File: config.mk
export PLATFORM = sky130hd
export DESIGN_NAME = cntr_dn_reload_nb
export DESIGN_NICKNAME = d
export VERILOG_FILES = /design/src/rtl/cntr_dn_reload_nb.sv
export SDC_FILE = /design/constraint.sdc
export NUM_CORES = 1
export LEC_CHECK = 0
export ABC_AREA = 1
export BUFFER_PORTS_ARGS = -buffer_cell sky130_fd_sc_hd__buf_4
export CORE_UTILIZATION = 54
export CTS_CLUSTER_DIAMETER = 60
export DETAILED_ROUTE_END_ITERATION = 12
export PLACE_DENSITY = 0.83
export SLEW_MARGIN = 30
export SYNTH_ARGS = -nofsm -noshare
export SYNTH_HDL_FRONTEND = slang
export SYNTH_SLANG_ARGS = --single-unit
File: constraint.sdc
create_clock -name clk -period 1.9 [get_ports clk]
set_input_delay 0.285 -clock clk [delete_from_list [all_inputs] [get_ports clk]]
set_output_delay 0.285 -clock clk [all_outputs]
set_load 0.01 [all_outputs]
File: src/rtl/cntr_dn_reload_nb.sv
// Down counter with reload register, one-shot or periodic countdown.
// done pulses once per terminal event; busy mirrors the RUN state.
module cntr_dn_reload_nb #(
    parameter int n = 8
) (
    input  logic         clk,
    input  logic         clr,
    input  logic         ld,
    input  logic         start,
    input  logic         dn,
    input  logic         mode,
    input  logic [n-1:0] D,
    output logic [n-1:0] count,
    output logic         rco,
    output logic         busy,
    output logic         done
);

    typedef enum logic {
        IDLE = 1'b0,
        RUN  = 1'b1
    } state_t;

    state_t       state;
    logic [n-1:0] rl;

    localparam logic [n-1:0] ZERO = '0;
    localparam logic [n-1:0] ONE  = {{(n-1){1'b0}}, 1'b1};

    always_ff @(posedge clk) begin
        done <= 1'b0;
        if (clr) begin
            count <= ZERO;
            rl    <= ZERO;
            state <= IDLE;
        end else if (ld) begin
            count <= D;
            rl    <= D;
            if (state == RUN && D == ZERO)
                state <= IDLE;
        end else if (start && state == IDLE) begin
            if (rl != ZERO) begin
                count <= rl;
                state <= RUN;
            end
        end else if (state == RUN && dn) begin
            // terminal step: reload in periodic mode, stop in one-shot
            if (count > ONE) begin
                count <= count - ONE;
            end else if (count == ONE) begin
                done <= 1'b1;
                if (mode) begin
                    count <= rl;
                end else begin
                    count <= ZERO;
                    state <= IDLE;
                end
            end
        end
    end

    assign busy = (state == RUN);
    assign rco  = (count == ZERO);

endmodule

==> results of run 1 <==
-- kinds of logic (layout without fill, tap and decap cells) --
family / count (synthesis) / after routing / synth area share, %
AO/OA/AOI/OAI: 36 / 36 / 18.1
XOR/XNOR: 2 / 2 / 1.37
adder cells (fa/ha/maj): 3 / 3 / 2.93
buffers and inverters: 23 / 46 / 8.20
flip-flops: 18 / 18 / 28.1
AND/OR/NAND/NOR: 115 / 115 / 41.3
-- metal layers --
metal | up-vias | track usage, % | part of all wire (%)
met3 | 9 | 4.55 | 5.6
met5 | - | 0 | 0
met4 | 0 | 12.0 | 2.1
li1 | 683 | - | -
met1 | 617 | 34.7 | 44
met2 | 43 | 44.2 | 48
-- where the power goes --
group | leakage, nW | internal [mW] | switching, mW | total (mW)
Clock | 0.0138 | 0.0739 | 0.119 | 0.193
Sequential | 0.149 | 0.415 | 0.0432 | 0.458
Combinational | 0.540 | 0.220 | 0.364 | 0.584
Total | 0.702 | 0.709 | 0.527 | 1.24
-- through the flow --
step | std cells | setup WS [ns] | cell area (um^2) | hold WS, ns | utilization, %
finish | 248 | 0.216 | 1490 | 0.236 | 66.7
global route | 248 | 0.0772 | 1490 | 0.231 | 66.7
CTS | 248 | 0.153 | 1490 | 0.231 | 66.6
detailed placement | 245 | 0.167 | 1470 | 0.496 | 65.6
global placement | 245 | 0.226 | 1470 | 0.486 | 65.6
floorplan | 197 | 0.397 | 1280 | 0.448 | -
-- cell usage after synthesis --
master	instances	area (um^2)
a21oi_1	10	50.1
a21oi_2	7	61.3
a22oi_4	1	21.3
a31oi_1	1	6.26
buf_2	1	5.00
buf_6	2	22.5
clkbuf_1	1	3.75
dfxtp_1	18	360
ha_1	3	37.5
inv_1	15	56.3
inv_2	3	11.3
inv_4	1	6.26
nand2_1	54	203
nand2_2	5	31.3
nand2_4	3	33.8
nand3_1	13	65.1
nand3_2	1	10.0
nand4_1	3	18.8
nor2_1	29	109
nor2_2	3	18.8
nor2_4	3	33.8
nor4_1	1	6.26
o211ai_1	1	7.51
o21a_1	2	15.0
o21ai_0	12	60.1
o21ai_1	2	10.0
xnor2_1	1	8.76
xor2_1	1	8.76
-- worst max-delay path: cells and delay by family (launching register included) --
kind / cells / cell delay [ns]
simple gates: 7 / 0.75
flops: 1 / 0.32
buf+inv: 2 / 0.23
fa+ha+maj: 1 / 0.23
compound gates: 1 / 0.05
-- registers in the layout, summed over array words and instances (netlist names) --
register / cells
done: 1
rl: 8
count: 8
busy: 1
-- final cells by class --
class / count / share of cell area (%)
inverters: 19 / 4.95
clock buffers: 3 / 1.51
repair buffers: 24 / 12.1
multi-input cells: 156 / 54.9
well taps: 28 / 2.35
flip-flops and latches: 18 / 24.2
-- worst max-delay path by stage --
| stage | end | slack (ns) | from | cells after the start |
|---|---|---|---|---|
| floorplan | count[7]$_SDFFE_PP0P_ | 0.40 | count[0]$_SDFFE_PP0P_ | 9 |
| global placement | busy$_SDFFE_PP0P_ | 0.23 | count[1]$_SDFFE_PP0P_ | 11 |
| detailed placement | busy$_SDFFE_PP0P_ | 0.17 | count[1]$_SDFFE_PP0P_ | 11 |
| CTS | busy$_SDFFE_PP0P_ | 0.15 | count[1]$_SDFFE_PP0P_ | 11 |
| global route | busy$_SDFFE_PP0P_ | 0.08 | count[1]$_SDFFE_PP0P_ | 11 |
| finish | busy$_SDFFE_PP0P_ | 0.22 | count[1]$_SDFFE_PP0P_ | 11 |
-- timing repair --
action	4_1_cts	5_1_grt
setup buffers	0	0
endpoints found under the setup margin	0	1
gates resized for setup	0	1
endpoints found under the hold margin	0	0
==> results.md, run 1 <==
- The worst-case register-to-register setup slack is 0.22 ns.
- The library cell used as clock root buffer is clkbuf_4.
- The number of hold violations in the final report is 0.
- Data on the critical path is required at its endpoint by 2.10 ns.
- In this run the worst path has a maximum fanout of 11.
- The total count of max-transition violations in the final report is 0.
- At the worst endpoint, the arrival time is roughly 1.9 ns.
- The global-route wire length before repair is 5210 um.
- The number of iterations in the first detailed-routing pass is 4.
- The critical-path cell with the highest stage delay is dfxtp_1.
- The multi-input combinational cell area is 818 um^2.
- The number of warnings issued by yosys is 0.
- The startpoint type of the worst setup path is a flip-flop.
- The hold-critical path endpoint is rl[6]$_SDFFE_PP0P_.
- Setup repair after global routing left no endpoint under its margin.
- The number of hold-repair buffers added at the cts stage is 0.
- 25 I/O pins were placed.
- The ratio of total power to cell area is 829 nW/um^2.
- The classification of the worst-slack hold path is in2reg.
- The final total negative setup slack is 0 ns.
- The critical hold path startpoint is clr.
- TritonCTS built the clock tree.
- Measured against its own limit, the worst slew margin works out to between 70 and 80%.
- The run finished with clean final reports.
- The overall die area is 2570 um^2.
- For the worst-skew pair, the clock arrives at the later sink with an insertion delay of slightly below 0.3 ns.
- The filler cell count in the final layout is between 200 and 250.
- Summed over all nets, the half-perimeter wirelength after detailed placement is 2410 um.
- By startpoint and endpoint, the worst setup path is classified as reg2reg.
- By instance count, the cell type seen most on the critical path is nand2_2.
- The endpoint of the lowest-slack register-to-register path is busy$_SDFFE_PP0P_.
- The library cells used most frequently in the layout, excluding fill and tap cells, are 53 x nand2_1, 29 x nor2_1, 24 x buf_4.
- Once detail routing completed, the nets flagged for antenna violations numbered 0.
- Setup violations remaining at the end of the flow were counted as 0.
- The cell count after synthesis came out at 197.
- The cell area after synthesis is between 1000 and 1500 um^2.
- Buffers inserted during clock tree synthesis total 3.
- The maximum buffer depth of the clock tree is 2.
- Using the TritonRoute via totals, the vias-per-cell ratio works out to around 5.5.
- The cell leakage power is 0.702 nW.
- The initial cell density of the core is between 50% and 60%.
- The wire length reported by the detailed router is 3040 um.
- The delay of the slowest cell on the worst path is 0.32 ns.
- The width of the die is 50.7 um.
- In the routed design, unresolved DRC markers number 0.
- CTS saw 18 sinks.
- Across every metal layer, demand over resource in global routing totals 27.1%.
- The maximum clock skew at final layout is 0.00162 ns.
- The critical path goes through inv_1 -> ha_1 -> nand2_2 -> inv_1 -> nand2_2 -> nand2_2 -> nand2_2 -> nand2_1 -> nand3_1 -> nand2_1 -> a21oi_1.
- The count of cell types in the netlist is 28.
- VDD sags by at most 0.000472 V.
- The actual slew at the worst max-slew pin is around 0.31 ns.
- The number of nets handed over by synthesis was about 210.
- The floorplan has 17 rows.
- After synthesis the netlist holds a flip-flop and latch count of 18.
- The top achievable clock speed is 0.594 GHz.
- At the end of routability-driven placement, the weighted congestion stood at ~0.9.
- The depth of the worst hold-timing path is 2.
- Summing all flip-flop and latch instances after layout gives between 300 and 400 um^2.
- The net count of the finished layout is 239.
- The vertical extent of the die is 50.7 um.
- The cell depth of the worst flop-to-flop path is 11.
- In this run the critical register-to-register path is launched from count[1]$_SDFFE_PP0P_.
- The core region area is 2230 um^2.
- In the finished design, the share of the clock period the worst path needs comes to between 80 and 90%.
- Summing over every cut layer, the via total after detailed routing is 1,352.
- The number of diodes is 0.
- Summing the sequential cell areas from Yosys gives approximately 28% of the chip area.
- After clock tree synthesis, the clock-pin slew on the worst setup and hold paths is 0.10 ns.
- After layout, the design draws a total of 1.24 mW.
- In the final layout, the share of cells above drive strength 1 is 25.0%.
- Leaving out fill and tap cells, the most frequent cell in the layout is nand2_1.
- The number of global-route vias before repair is 1,201.
- Relative to the synthesized area, the layout overhead comes to 16.3%.
- The worst setup path is captured at a flip-flop.
- The max-cap check violation count is 0.
- The remaining global-route overflow is 0.
- Dividing the detail-routed wire length by the instance count gives 12.3 um.
- The mean cell area of the mapped netlist is 6.50 um^2.
- Entering global routing, the biggest net connects 16 pins.
- The depth of the CTS H-tree is 1.
- The final critical delay including setup and external delays is approximately 1.7 ns.
- The number of antenna violations at the first check in global routing is 0.
- The count of input and output buffers is 24.
- For this block, the initial DRC count from the detailed router was 45.
Power figures use the tool's default switching activity.
==> run 2: changes to the inputs <==
- REMOVE_ABC_BUFFERS: not set -> 1
==> results.md, run 2 (synthesis results as in run 1) <==
- The flow ran to the end, and the final reports show no timing, DRC or antenna violations.
- The wire length reported by the detailed router is 3090 um (+1.3%).
- The vertical extent of the die is 50.7 um (unchanged).
- The overall fraction of global-route tracks in use came to 27.1% (+0.046 points).
- The peak fanout along the critical path is 11 (unchanged).
- The classification of the worst setup path is reg2reg.
- The number of endpoints failing setup at the final stage is 0 (unchanged).
- The cell area after placement is 1470 um^2 (unchanged).
- The total count of max-transition violations in the final report is 0 (unchanged).
- The wire length per cell is 12.4 um (+1.3%).
- The number of global-route vias before repair was 1,240 (+3.2%).
- The max-cap check violation count is 0 (unchanged).
- The total number of vias is 1,349 (-0.22%).
- Setup repair after global routing left no endpoint under its margin.
- The core region area is 2230 um^2 (unchanged).
- The remaining global-route overflow was 0 (unchanged).
- The final critical delay including setup and external delays is 1.69 ns (+0.00151 ns).
- The cell leakage power was 0.702 nW (about the same).
- The top achievable clock speed was 0.593 GHz (about the same).
- The post-placement worst setup slack is 0.171 ns (+0.00409 ns).
- The classification of the worst-slack hold path is in2reg.
- The actual slew at the worst max-slew pin came to 0.291 ns (-0.0207 ns).
- The width of the die is 50.7 um (unchanged).
- The iteration-0 DRC count of the detailed router is 41 (-8.9%).
- The total non-filler cell area in the finished layout is 1490 um^2 (unchanged).
- The worst path arrival time is 1.87 ns (about the same).
- STA classifies the critical path startpoint as a flip-flop.
- The clock insertion delay at the later pin of the skew report is 0.29 ns (about the same).
- The maximum number of pins on one net before global-route repair is 16 (unchanged).
- The estimated wirelength of the detail-placed design came to 2480 um (+3.1%).
- The tree is rooted in a clkbuf_4.
- The multi-input combinational cell area is 818 um^2 (unchanged).
- The number of diodes is 0 (unchanged).
- The sequential cell area in the final layout is 360 um^2 (unchanged).
- The total clock buffers created by CTS is 3 (unchanged).
- The top cell types in the final layout, fill and taps aside, are 53 x nand2_1, 29 x nor2_1, 24 x buf_4.
- The number of hold-repair buffers added at the cts stage is 0 (unchanged).
- The number of antenna violations at the first check in global routing is 0 (unchanged).
- The number of hold violations in the final report came to 0 (unchanged).
- The ratio of total power to cell area is 831 nW/um^2 (+0.24%).
- The number of iterations in the first detailed-routing pass is 4 (unchanged).
- The number of ports placed on the die boundary is 25 (unchanged).
- The net count reported at finish is 239 (unchanged).
- The TritonCTS sink count is 18 (unchanged).
- The final total negative setup slack was 0 ns (unchanged).
- In the final layout, the registers with the most flip-flops are count (8), rl (8).
- The post-route non-filler standard cell count was 248 (unchanged).
- The worst supply voltage drop on vdd is 0.000641 V (+36%).
- The depth of the CTS H-tree came to 1 (unchanged).
- The maximum clock skew at final layout is 0.00591 ns (+0.00429 ns).
- The filler cell count in the final layout is 200 (-2.4%).
- The signed area change from the synthesized netlist to the final layout is 16.3% (unchanged).
- The initial cell density of the core is 57.4% (unchanged).
- The global-route wire length before repair came to 5220 um (+0.13%).
- TritonCTS built the clock tree.
- The normalized max-slew margin is 80.5% (+1.4 points).
- The final worst-path cycle share is 88.7% (about the same).
- The remaining antenna violation count is 0 (unchanged).
- The library cell used most frequently in the layout, excluding fill and tap cells, is nand2_1.
- STA classifies the critical path endpoint as a flip-flop.
- The smallest setup slack after layout was 0.215 ns (-0.00151 ns).
- The share of layout cells above drive strength 1 was 25.0% (unchanged).
- The post-CTS resize count came to 0 (unchanged).
- The average vias per placed instance is 5.44 (-0.22%).
- The overall die area is 2570 um^2 (unchanged).
- The residual DRC count was 0 (unchanged).
- The cell count after placement was 245 (unchanged).
- The count of input and output buffers is 24 (unchanged).
- The global placer's final weighted congestion was 0.865 (-3.6%).
- The clock slew seen by the registers of the worst setup and hold paths is 0.10 ns (about the same).
- The number of buffers inserted by post-CTS setup repair is 0 (unchanged).
- The maximum buffer depth of the clock tree was 2 (unchanged).
- The row count is 17 (unchanged).
- The endpoint required time on the critical path is 2.09 ns (about the same).
## run 2: path summary, 6_finish.rpt
kind / slack (ns) / cells after the start / end / start
max: 0.21 / 11 / busy$_SDFFE_PP0P_ / count[1]$_SDFFE_PP0P_
min: 0.24 / 2 / rl[1]$_SDFFE_PP0P_ / clr
max reg2reg: 0.21 / 11 / busy$_SDFFE_PP0P_ / count[1]$_SDFFE_PP0P_
min reg2reg: 0.51 / 2 / rl[5]$_SDFFE_PP0P_ / rl[5]$_SDFFE_PP0P_
## run 2: power by group
| group | internal, mW | switching [mW] |
|---|---|---|
| registers | 0.415 | 0.0435 |
| logic | 0.221 | 0.367 |
| clock network | 0.0738 | 0.119 |
| total | 0.710 | 0.529 |
## run 2: metrics by stage
step | total power [mW] | util, % | hold slack (ns)
3_5_place_dp | 1.04 | 65.6 | 0.501
3_3_place_gp | 1.03 | 65.6 | 0.485
6_report | 1.24 | 66.7 | 0.235
5_1_grt | 1.33 | 66.7 | 0.245
4_1_cts | 1.23 | 66.6 | 0.227
2_1_floorplan | 0.870 | - | 0.354
## run 2: layout make-up
| cell class | instances | share of cell area (%) |
|---|---|---|
| Clock buffer | 3 | 1.51 |
| Tap cell | 28 | 2.35 |
| Timing Repair Buffer | 24 | 12.1 |
| Sequential cell | 18 | 24.2 |
| Inverter | 19 | 4.95 |
| Multi-Input combinational cell | 156 | 54.9 |
## run 2: routing by layer
metal  wire (um)  global-route usage, %
met5           0                      0
met4          80                   13.0
met2        1480                   45.8
met1        1330                   32.8
met3         191                   5.15
## run 2: worst max-delay path, cell delays in order, from the launching register on
cell and delay (ns):
dfxtp_1 0.32, inv_1 0.14, ha_1 0.25, nand2_2 0.10
inv_1 0.08, nand2_2 0.08, nand2_2 0.19, nand2_2 0.15
nand2_1 0.08, nand3_1 0.06, nand2_1 0.06, a21oi_1 0.06
